===== config.mk =====
export PLATFORM = sky130hd
export DESIGN_NAME = gate_test_sequencer
export DESIGN_NICKNAME = d
export VERILOG_FILES = /design/src/rtl/gate_test_sequencer.sv
export SDC_FILE = /design/constraint.sdc
export NUM_CORES = 1
export LEC_CHECK = 0
export CAP_MARGIN = 15
export CELL_PAD_IN_SITES_DETAIL_PLACEMENT = 0
export CELL_PAD_IN_SITES_GLOBAL_PLACEMENT = 1
export CORE_ASPECT_RATIO = 1.2
export CORE_MARGIN = 2
export CORE_UTILIZATION = 43
export CTS_BUF_LIST = sky130_fd_sc_hd__clkbuf_8
export CTS_CLUSTER_DIAMETER = 120
export CTS_CLUSTER_SIZE = 14
export DETAILED_ROUTE_END_ITERATION = 12
export GPL_TIMING_DRIVEN = 0
export PLACE_DENSITY = 0.95
export SLEW_MARGIN = 20
export SYNTH_ARGS = -nofsm -noshare
export SYNTH_HDL_FRONTEND = slang
export SYNTH_SLANG_ARGS = --single-unit

===== constraint.sdc =====
create_clock -name clk -period 3.4 [get_ports clk]
set_clock_uncertainty 0.05 [all_clocks]
set_input_delay 0.51 -clock clk [delete_from_list [all_inputs] [get_ports clk]]
set_output_delay 0.51 -clock clk [all_outputs]
set_load 0.05 [all_outputs]

===== src/rtl/gate_test_sequencer.sv =====
// gate_test_sequencer: applies a sequence of 13-bit test patterns to a
// combinational gate model, waits SETTLE_CYCLES for it to settle, and
// compacts each 10-bit response into a 16-bit MISR signature.
// Optional macro GATE_TEST_SEQ_LFSR_EN selects a 13-bit maximal LFSR
// pattern source (seed 13'h0001) instead of the default binary counter.
module gate_test_sequencer #(
  parameter int unsigned SETTLE_CYCLES = 2,
  parameter int unsigned NUM_PATTERNS  = 8192
) (
  input  logic        clk,
  input  logic        rst,
  input  logic        start,
  input  logic        abort,
  input  logic [9:0]  dut_out,
  output logic [12:0] dut_in,
  output logic        busy,
  output logic        done,
  output logic [12:0] pat_idx,
  output logic [15:0] signature
);

  typedef enum logic [2:0] {
    S_IDLE,
    S_APPLY,
    S_SETTLE,
    S_CAPTURE,
    S_DONE
  } state_t;

`ifdef GATE_TEST_SEQ_LFSR_EN
  localparam logic [12:0] SEED = 13'h0001;
`else
  localparam logic [12:0] SEED = 13'h0000;
`endif

  localparam logic [12:0] LAST_IDX    = 13'(NUM_PATTERNS - 1);
  localparam logic [7:0]  SETTLE_LOAD = 8'(SETTLE_CYCLES);

  state_t      state;
  state_t      state_nx;
  logic [7:0]  settle_cnt;
  logic [12:0] pat;
  logic [12:0] pat_next;
  logic [15:0] sig_next;
  logic        launch;
  logic        last_pat;

  // Pattern generator successor function
  always_comb begin
`ifdef GATE_TEST_SEQ_LFSR_EN
    pat_next = {pat[11:0], pat[12] ^ pat[3] ^ pat[2] ^ pat[0]};
`else
    pat_next = pat + 13'd1;
`endif
  end

  // MISR step folding the current response into the signature
  always_comb begin
    sig_next = {signature[14:0],
                signature[15] ^ signature[13] ^ signature[12] ^ signature[10]}
               ^ {6'b0, dut_out};
  end

  // Run-launch and end-of-run qualifiers
  always_comb begin
    launch   = ((state == S_IDLE) || (state == S_DONE)) && start;
    last_pat = (pat_idx == LAST_IDX);
  end

  // State register
  always_ff @(posedge clk) begin
    if (rst) state <= S_IDLE;
    else     state <= state_nx;
  end

  // Next-state logic; abort overrides every transition
  always_comb begin
    state_nx = state;
    if (abort) begin
      state_nx = S_IDLE;
    end else begin
      case (state)
        S_IDLE, S_DONE: if (start) state_nx = S_APPLY;
        S_APPLY:        state_nx = S_SETTLE;
        S_SETTLE:       if (settle_cnt <= 8'd1) state_nx = S_CAPTURE;
        S_CAPTURE:      state_nx = last_pat ? S_DONE : S_APPLY;
        default:        state_nx = S_IDLE;
      endcase
    end
  end

  // Status outputs decoded from the state
  always_comb begin
    busy = (state == S_APPLY) || (state == S_SETTLE) || (state == S_CAPTURE);
    done = (state == S_DONE);
  end

  // Datapath: settle counter, pattern source, stimulus, index and MISR.
  // dut_in is loaded on the edge that enters APPLY (run launch or previous
  // CAPTURE) so the vector is already on the pins for the whole APPLY cycle
  // and stays put through SETTLE and CAPTURE.
  always_ff @(posedge clk) begin
    if (rst) begin
      settle_cnt <= '0;
      pat        <= SEED;
      dut_in     <= '0;
      pat_idx    <= '0;
      signature  <= '0;
    end else if (!abort) begin
      case (state)
        S_IDLE, S_DONE: begin
          if (launch) begin
            signature <= '0;
            pat_idx   <= '0;
            pat       <= SEED;
            dut_in    <= SEED;
          end
        end
        S_APPLY: begin
          settle_cnt <= SETTLE_LOAD;
        end
        S_SETTLE: begin
          settle_cnt <= settle_cnt - 8'd1;
        end
        S_CAPTURE: begin
          signature <= sig_next;
          if (!last_pat) begin
            pat_idx <= pat_idx + 13'd1;
            pat     <= pat_next;
            dut_in  <= pat_next;
          end
        end
        default: ;
      endcase
    end
  end

endmodule


==> reports/qor.yml, run 1 <==
detailroute.via_count: 2512
timing.critical_path.to_type: "primary output"
numCtsBuffers: 5
crit_path_cell_trace: "buf_6, nor2_1, and2_1, clkdlybuf4s50_1"
power_leakage_uw: 0.00124
layout_cells_sized_above_1: 0.106
holdBufCountCts: 0
ys.flop_type: "dfxtp_1"
tcrit_tclk_final: 0.730
cts_sinks: 53
postSynth.asyncResetShare: 0
period_minus_ws_final_ps: 2480
rr_startpoint: "pat_idx[0]"
place.gp.congestion: 0.813
post_synth_num_cell_types: 52
tritoncts: "built"
detailedRoute.firstPassIterationCount: 5
peakVddDrop_mv: 0.179
cts.clk_slew.worst_paths_ps: 110
grt_max_degree: 19
timing_worst_setup_path_type: "reg2out"
n_antenna_cell: 0
path_buf_inv: 2
cts.repair_timing.setup_buffer_count: 0
critical_path.max_fanout: 10
placed_area_um2: 3500
synth.ff_latch_count: 53
cell_count_along_the_critical_path: 4
slew-limit-headroom: 0.592
area_growth_pct: 27.4
drt_wl_total_um: 6720
synth_enable_flop_cells: 0
syn-instance-count: 311
die_w_um: 77.9
ant_nets: 0
rsz0062_at_grt: "no"
timing_max_transition_violations_final: 0
crit_path_largest_cell_delay_ps: 810
outcome: "finished clean"
cts_root_buf: "clkbuf_8"
initial_util: 0.440
required_ps: 2840
ff2ff_path_depth: 7
worst_slew_pin_slew_ps: 610
final_util: 0.561
achievable_clock_frequency_ghz: 0.403
end_of_the_worst_register_to_register_path: "pat[11]"
finalSetupViolations: 0
worstSkewPairLatency_ps: 320
cts_resized: 0
holdCritPathClass: "reg2reg"
startpoint: "state[0]"
postLayoutCellArea_um2: 3590
tightest_hold_margin_ps: 431
synth.yosys.warnings: 0
cts_max_path_buffers: 2
drc: 0
cap_viol_max_count: 0
register_to_register_setup_slack_ps: 1280
synth_sequential_area_ratio: 0.376
detailedRoute.firstIterationViolations: 136
grt_antenna_before_repair: 0
synthesis.area_um2: 2820
tns_ps: 0
via_count_of_the_first_global_routing_pass: 2471
buffer_ports.inserted: 57
die-area_um2: 7230
core-area_um2: 6410
global_route.overflow_total: 0
final_hold_viol_count: 0
mappedNetlistNets: 329
place.detailed.hpwl_um: 4900
critical_path_data_arrival_time_ps: 1920
crit_path_top_delay_cell: "clkdlybuf4s50_1"
via_per_inst: 5.45
worstSetupStartpointType: "flip-flop"
h_tree_depth: 2
rows: 32
nNetsFinal: 393
synthesis.area_per_instance_um2: 9.07
wire_length_of_the_first_global_routing_pass_um: 11500
grt_usage: 0.194
timing.critical_path.max_delay_family: "buffers and inverters"
drt-wirelength-per-cell_um: 14.6
power-per-cell-area_nw_per_um2: 313
endpoint: "done"
ioPinCount: 58
dieHeight_um: 92.7
==> layout make-up <==
class                   instances  area (um2)
plain buffers                  21         120
clock buffers                   5        68.8
clock inverters                 3        26.3
fillers                       603        2810
inverters                       5        18.8
multi-input cells             232        1620
flip-flops and latches         53        1060
well taps                      85         106
repair buffers                 57         571
==> cell usage after synthesis, drive strengths merged, types with 5 or more instances <==
| master | n | area share |
|---|---|---|
| a2111oi | 5 | 0.031 |
| a211oi | 9 | 0.036 |
| a21oi | 9 | 0.016 |
| a22oi | 15 | 0.040 |
| and3 | 5 | 0.011 |
| and4 | 5 | 0.016 |
| buf | 14 | 0.033 |
| clkbuf | 7 | 0.0093 |
| dfxtp | 53 | 0.38 |
| inv | 5 | 0.0067 |
| mux2i | 20 | 0.071 |
| nand2 | 34 | 0.045 |
| nand3 | 10 | 0.018 |
| nand4 | 6 | 0.013 |
| nor2 | 30 | 0.041 |
| or3 | 20 | 0.044 |
| xor2 | 15 | 0.047 |
==> cells in the final DEF (no fill, tap or decap), types with 2 or more instances in the layout <==
cell type | netlist | routed
o211ai_1 | 2 | 2
a2111oi_2 | 4 | 4
clkbuf_8 | 0 | 5
nand4_1 | 6 | 6
clkbuf_1 | 7 | 7
and4_1 | 4 | 4
or3_1 | 20 | 20
a21boi_1 | 2 | 2
a211oi_1 | 2 | 2
xor2_1 | 15 | 15
nor2_1 | 29 | 29
nor3_1 | 4 | 4
clkdlybuf4s50_1 | 0 | 57
nand2_1 | 34 | 34
a211oi_2 | 7 | 7
a21oi_1 | 9 | 9
and3_1 | 5 | 5
clkinv_4 | 0 | 2
dfxtp_1 | 53 | 53
o31ai_1 | 2 | 2
buf_2 | 9 | 9
inv_1 | 5 | 5
or4_1 | 3 | 3
buf_6 | 4 | 4
a22oi_1 | 15 | 15
nor4_1 | 2 | 2
o2bb2ai_1 | 2 | 2
nand3_1 | 10 | 10
and2_1 | 2 | 2
o21ai_1 | 3 | 3
o22ai_1 | 2 | 2
xnor2_1 | 4 | 4
mux2i_1 | 20 | 20
ha_1 | 4 | 4
==> worst min path at each step <==
stage / start / endpoint / slack, ps / depth (start not counted)
floorplan: settle_cnt[7] / settle_cnt[7] / 400 / 2
global placement: pat[12] / pat[12] / 410 / 2
detailed placement: pat[12] / pat[12] / 420 / 2
CTS: pat[12] / pat[12] / 440 / 2
global route: pat[7] / pat[7] / 460 / 2
finish: pat[12] / pat[12] / 430 / 2
==> cell families after synthesis <==
logic type / Yosys count / share of synthesized area
and+or+nand+nor: 128 / 0.240
AOI/OAI and AO/OA: 61 / 0.187
DFF: 53 / 0.376
buffers and inverters: 26 / 0.0492
muxes: 20 / 0.0710
xor gates and xnor gates: 19 / 0.0590
adders and majority gates: 4 / 0.0177
==> layer usage <==
| metal | GRT usage | up-vias | part of all wire |
|---|---|---|---|
| li1 | - | 1269 | - |
| met1 | 0.236 | 1189 | 0.44 |
| met2 | 0.345 | 50 | 0.51 |
| met3 | 0.0409 | 4 | 0.040 |
| met4 | 0.0526 | 0 | 0.0071 |
| met5 | 0 | - | 0 |
==> flip-flops by register name, summed over array words and instances, names as in the netlist <==
name	count
state	3
settle_cnt	8
signature	16
pat_idx	13
pat	13
==> tightest hold or removal path: cells and delay by family, from the launching register on <==
kind | cells | cell delay (ps)
muxes | 1 | 50
and+or+nand+nor | 1 | 50
DFF | 1 | 330
==> where the power goes <==
part | internal (uW) | total, uW | leakage [uW] | switching [uW]
registers | 626 | 632 | 0.000427 | 5.63
logic | 47.5 | 114 | 0.000763 | 66.1
clock network | 151 | 381 | 0.0000487 | 230
==> metrics by stage <==
| step | instances | power, uW | setup WS [ps] |
|---|---|---|---|
| finish | 461 | 1130 | 919 |
| detailed placement | 453 | 760 | 813 |
| CTS | 461 | 1140 | 909 |
| global placement | 453 | 758 | 844 |
| global route | 461 | 1170 | 807 |
| floorplan | 311 | 719 | 1240 |
Power figures use the tool's default switching activity.
==> run 2: changes to the inputs <==
--- a/config.mk
+++ b/config.mk
@@ -10,13 +10,13 @@
 export CELL_PAD_IN_SITES_GLOBAL_PLACEMENT = 1
 export CORE_ASPECT_RATIO = 1.2
 export CORE_MARGIN = 2
-export CORE_UTILIZATION = 43
+export CORE_UTILIZATION = 36
 export CTS_BUF_LIST = sky130_fd_sc_hd__clkbuf_8
 export CTS_CLUSTER_DIAMETER = 120
 export CTS_CLUSTER_SIZE = 14
 export DETAILED_ROUTE_END_ITERATION = 12
 export GPL_TIMING_DRIVEN = 0
-export PLACE_DENSITY = 0.95
+export PLACE_DENSITY = 0.89
 export SLEW_MARGIN = 20
 export SYNTH_ARGS = -nofsm -noshare
 export SYNTH_HDL_FRONTEND = slang
==> constraint.sdc (replaced) <==
create_clock -name clk -period 2.1 [get_ports clk]
set_clock_uncertainty 0.05 [all_clocks]
set_input_delay 0.315 -clock clk [delete_from_list [all_inputs] [get_ports clk]]
set_output_delay 0.315 -clock clk [all_outputs]
set_load 0.05 [all_outputs]
==> reports/qor.yml, run 2 (synthesis gave the netlist of run 1 again) <==
area_growth_pct: 30.2  # was 27.4%
via_count_of_the_first_global_routing_pass: 2552  # was 2471
initial_util: 0.368  # was 0.440
cts.clk_slew.worst_paths_ps: 100  # was 110 ps
holdBufCountCts: 0  # unchanged
cts_sinks: 53  # unchanged
period_minus_ws_final_ps: 2010
register_to_register_setup_slack_ps: 200  # was 1280 ps
via_per_inst: 5.41  # was 5.45
die_w_um: 84.8  # was 77.9 um
core-area_um2: 7660  # was 6410 um2
finalWorstSetupSlack_ps: 89.7  # was 919 ps
final_util: 0.479  # was 0.561
nNetsFinal: 395  # was 393
rr_startpoint: "pat_idx[0]"  # unchanged
worstSetupStartpointType: "flip-flop"  # unchanged
registers.top_by_ff_count: "signature"  # unchanged
ant_nets: 0  # unchanged
cts_max_path_buffers: 2  # unchanged
die-area_um2: 8560  # was 7230 um2
power-per-cell-area_nw_per_um2: 529  # was 313 nW/um2
global_route.overflow_total: 0  # unchanged
path_buf_inv: 1  # was 2
drt-wirelength-per-cell_um: 14.7  # was 14.6 um
place.gp.congestion: 0.806  # was 0.813
final_hold_viol_count: 0  # unchanged
timing_max_transition_violations_final: 0  # unchanged
worstSkewPairLatency_ps: 310  # was 320 ps
finalSetupViolations: 0  # unchanged
n_antenna_cell: 0  # unchanged
rows: 35  # was 32
grt_max_degree: 19  # unchanged
hold_depth: 2  # unchanged
power_leakage_uw: 0.00128  # was 0.00124 uW
detailroute.via_count: 2543  # was 2512
crit_path_top_delay_cell: "clkdlybuf4s50_1"  # unchanged
buffer_ports.inserted: 57  # unchanged
detailedRoute.firstPassIterationCount: 5  # unchanged
cts_root_buf: "clkbuf_8"  # unchanged
critical_path.max_fanout: 8  # was 10
critical_path_data_arrival_time_ps: 1650  # was 1920 ps
grt_antenna_before_repair: 0  # unchanged
ff2ff_path_depth: 6  # was 7
numCtsBuffers: 5  # unchanged
layout_cells_sized_above_1: 0.130  # was 0.106
end_of_the_worst_register_to_register_path: "pat[11]"  # unchanged
wire_length_of_the_first_global_routing_pass_um: 11800  # was 11500 um
required_ps: 1740  # was 2840 ps
largest_register_ffs: 16  # unchanged
grt_usage: 0.167  # was 0.194
most_common_cell_after_layout_fill_and_taps_aside: "clkdlybuf4s50_1"  # unchanged
worst_slew_pin_slew_ps: 578  # was 610 ps
holdPathEnd: "pat[12]"  # unchanged
timing.critical_path.max_delay_family: "buffers and inverters"  # unchanged
peakVddDrop_mv: 0.297  # was 0.179 mV
tritoncts: "built"  # unchanged
achievable_clock_frequency_ghz: 0.497
place.detailed.hpwl_um: 5080  # was 4900 um
drc: 0  # unchanged
outcome: "finished clean"  # unchanged
top_regs: "signature x16, pat x13, pat_idx x13"  # unchanged
timing.critical_path.to_type: "primary output"  # unchanged
hold_crit_start: "pat[12]"  # unchanged
filler_cell_count: 724  # was 603
crit_path_largest_cell_delay_ps: 860  # was 810 ps
timing_worst_setup_path_type: "reg2out"  # unchanged
crit_path_cell_trace: "clkdlybuf4s50_1"  # was buf_6, nor2_1, and2_1, clkdlybuf4s50_1
holdCritPathClass: "reg2reg"  # unchanged
cap_viol_max_count: 0  # unchanged
place_worst_setup_slack_ps: -308  # was 813 ps
dieHeight_um: 101  # was 92.7 um
tightest_hold_margin_ps: 439  # was 431 ps
detailedRoute.firstIterationViolations: 132  # was 136
tcrit_tclk_final: 0.957
h_tree_depth: 2  # unchanged
slew-limit-headroom: 0.613  # was 0.592
drt_wl_total_um: 6920  # was 6720 um
ioPinCount: 58  # unchanged
rsz0062_at_grt: "no"  # unchanged
mostFrequentLayoutCells: "55 x clkdlybuf4s50_1, 51 x dfxtp_1, 34 x nand2_1, 29 x nor2_1"  # was 57 x clkdlybuf4s50_1, 53 x dfxtp_1, 34 x nand2_1, 29 x nor2_1
-- run 2: cell type report --
class                   instances  area [um2]  share of cell area
flip-flops and latches         53        1070               0.290
clock inverters                 3        50.0              0.0136
repair buffers                 60         591               0.161
inverters                       5        18.8             0.00511
plain buffers                  20         121              0.0330
well taps                      92         115              0.0313
multi-input cells             232        1640               0.447
clock buffers                   5        68.8              0.0187
-- run 2: how the worst max path moves through the flow --
stage	from	end	slack (ps)	depth (start not counted)
finish	pat[2]	dut_in[2]	90	1
detailed placement	abort	pat[0]	-310	6
CTS	pat_idx[0]	pat[11]	10	7
floorplan	pat_idx[0]	pat[11]	90	7
global route	abort	settle_cnt[7]	30	5
global placement	rst	signature[11]	-280	5
-- run 2: per-layer routing --
layer	up-vias	global-route usage	wire (um)
met5	-	0	0
met4	0	0.0537	49
met3	2	0.0270	279
met2	60	0.297	3500
met1	1206	0.204	3090
li1	1275	-	-
-- run 2: timing repair --
action / 4_1_cts / 5_1_grt
pin swaps: 0 / 1
buffers inserted: 0 / 3
endpoints found under the setup margin: 2 / 30
resized for setup: 2 / 10
-- run 2: where the power goes --
group          total, uW  internal (uW)  switching, uW
clock network        734            366            368
registers           1020           1010           8.81
logic                188           80.5            108
total               1940           1460            484
-- run 2: per-stage QoR --
stage | instance area [um2] | power [uW] | TNS [ps] | instances
finish | 3670 | 1940 | 0 | 470
detailed placement | 3510 | 1230 | -9390 | 460
CTS | 3630 | 1970 | 0 | 468
global route | 3670 | 2020 | 0 | 470
floorplan | 2820 | 1160 | 0 | 311
global placement | 3510 | 1230 | -9250 | 460
==> run 3: changes to the inputs <==
--- a/config.mk
+++ b/config.mk
@@ -16,6 +16,7 @@
 export CTS_CLUSTER_SIZE = 14
 export DETAILED_ROUTE_END_ITERATION = 12
 export GPL_TIMING_DRIVEN = 0
+export HOLD_SLACK_MARGIN = 0.02
 export PLACE_DENSITY = 0.89
 export SLEW_MARGIN = 20
 export SYNTH_ARGS = -nofsm -noshare
==> results of run 3 <==
No change in the layout: final DEF, timing and power equal those of run 2.
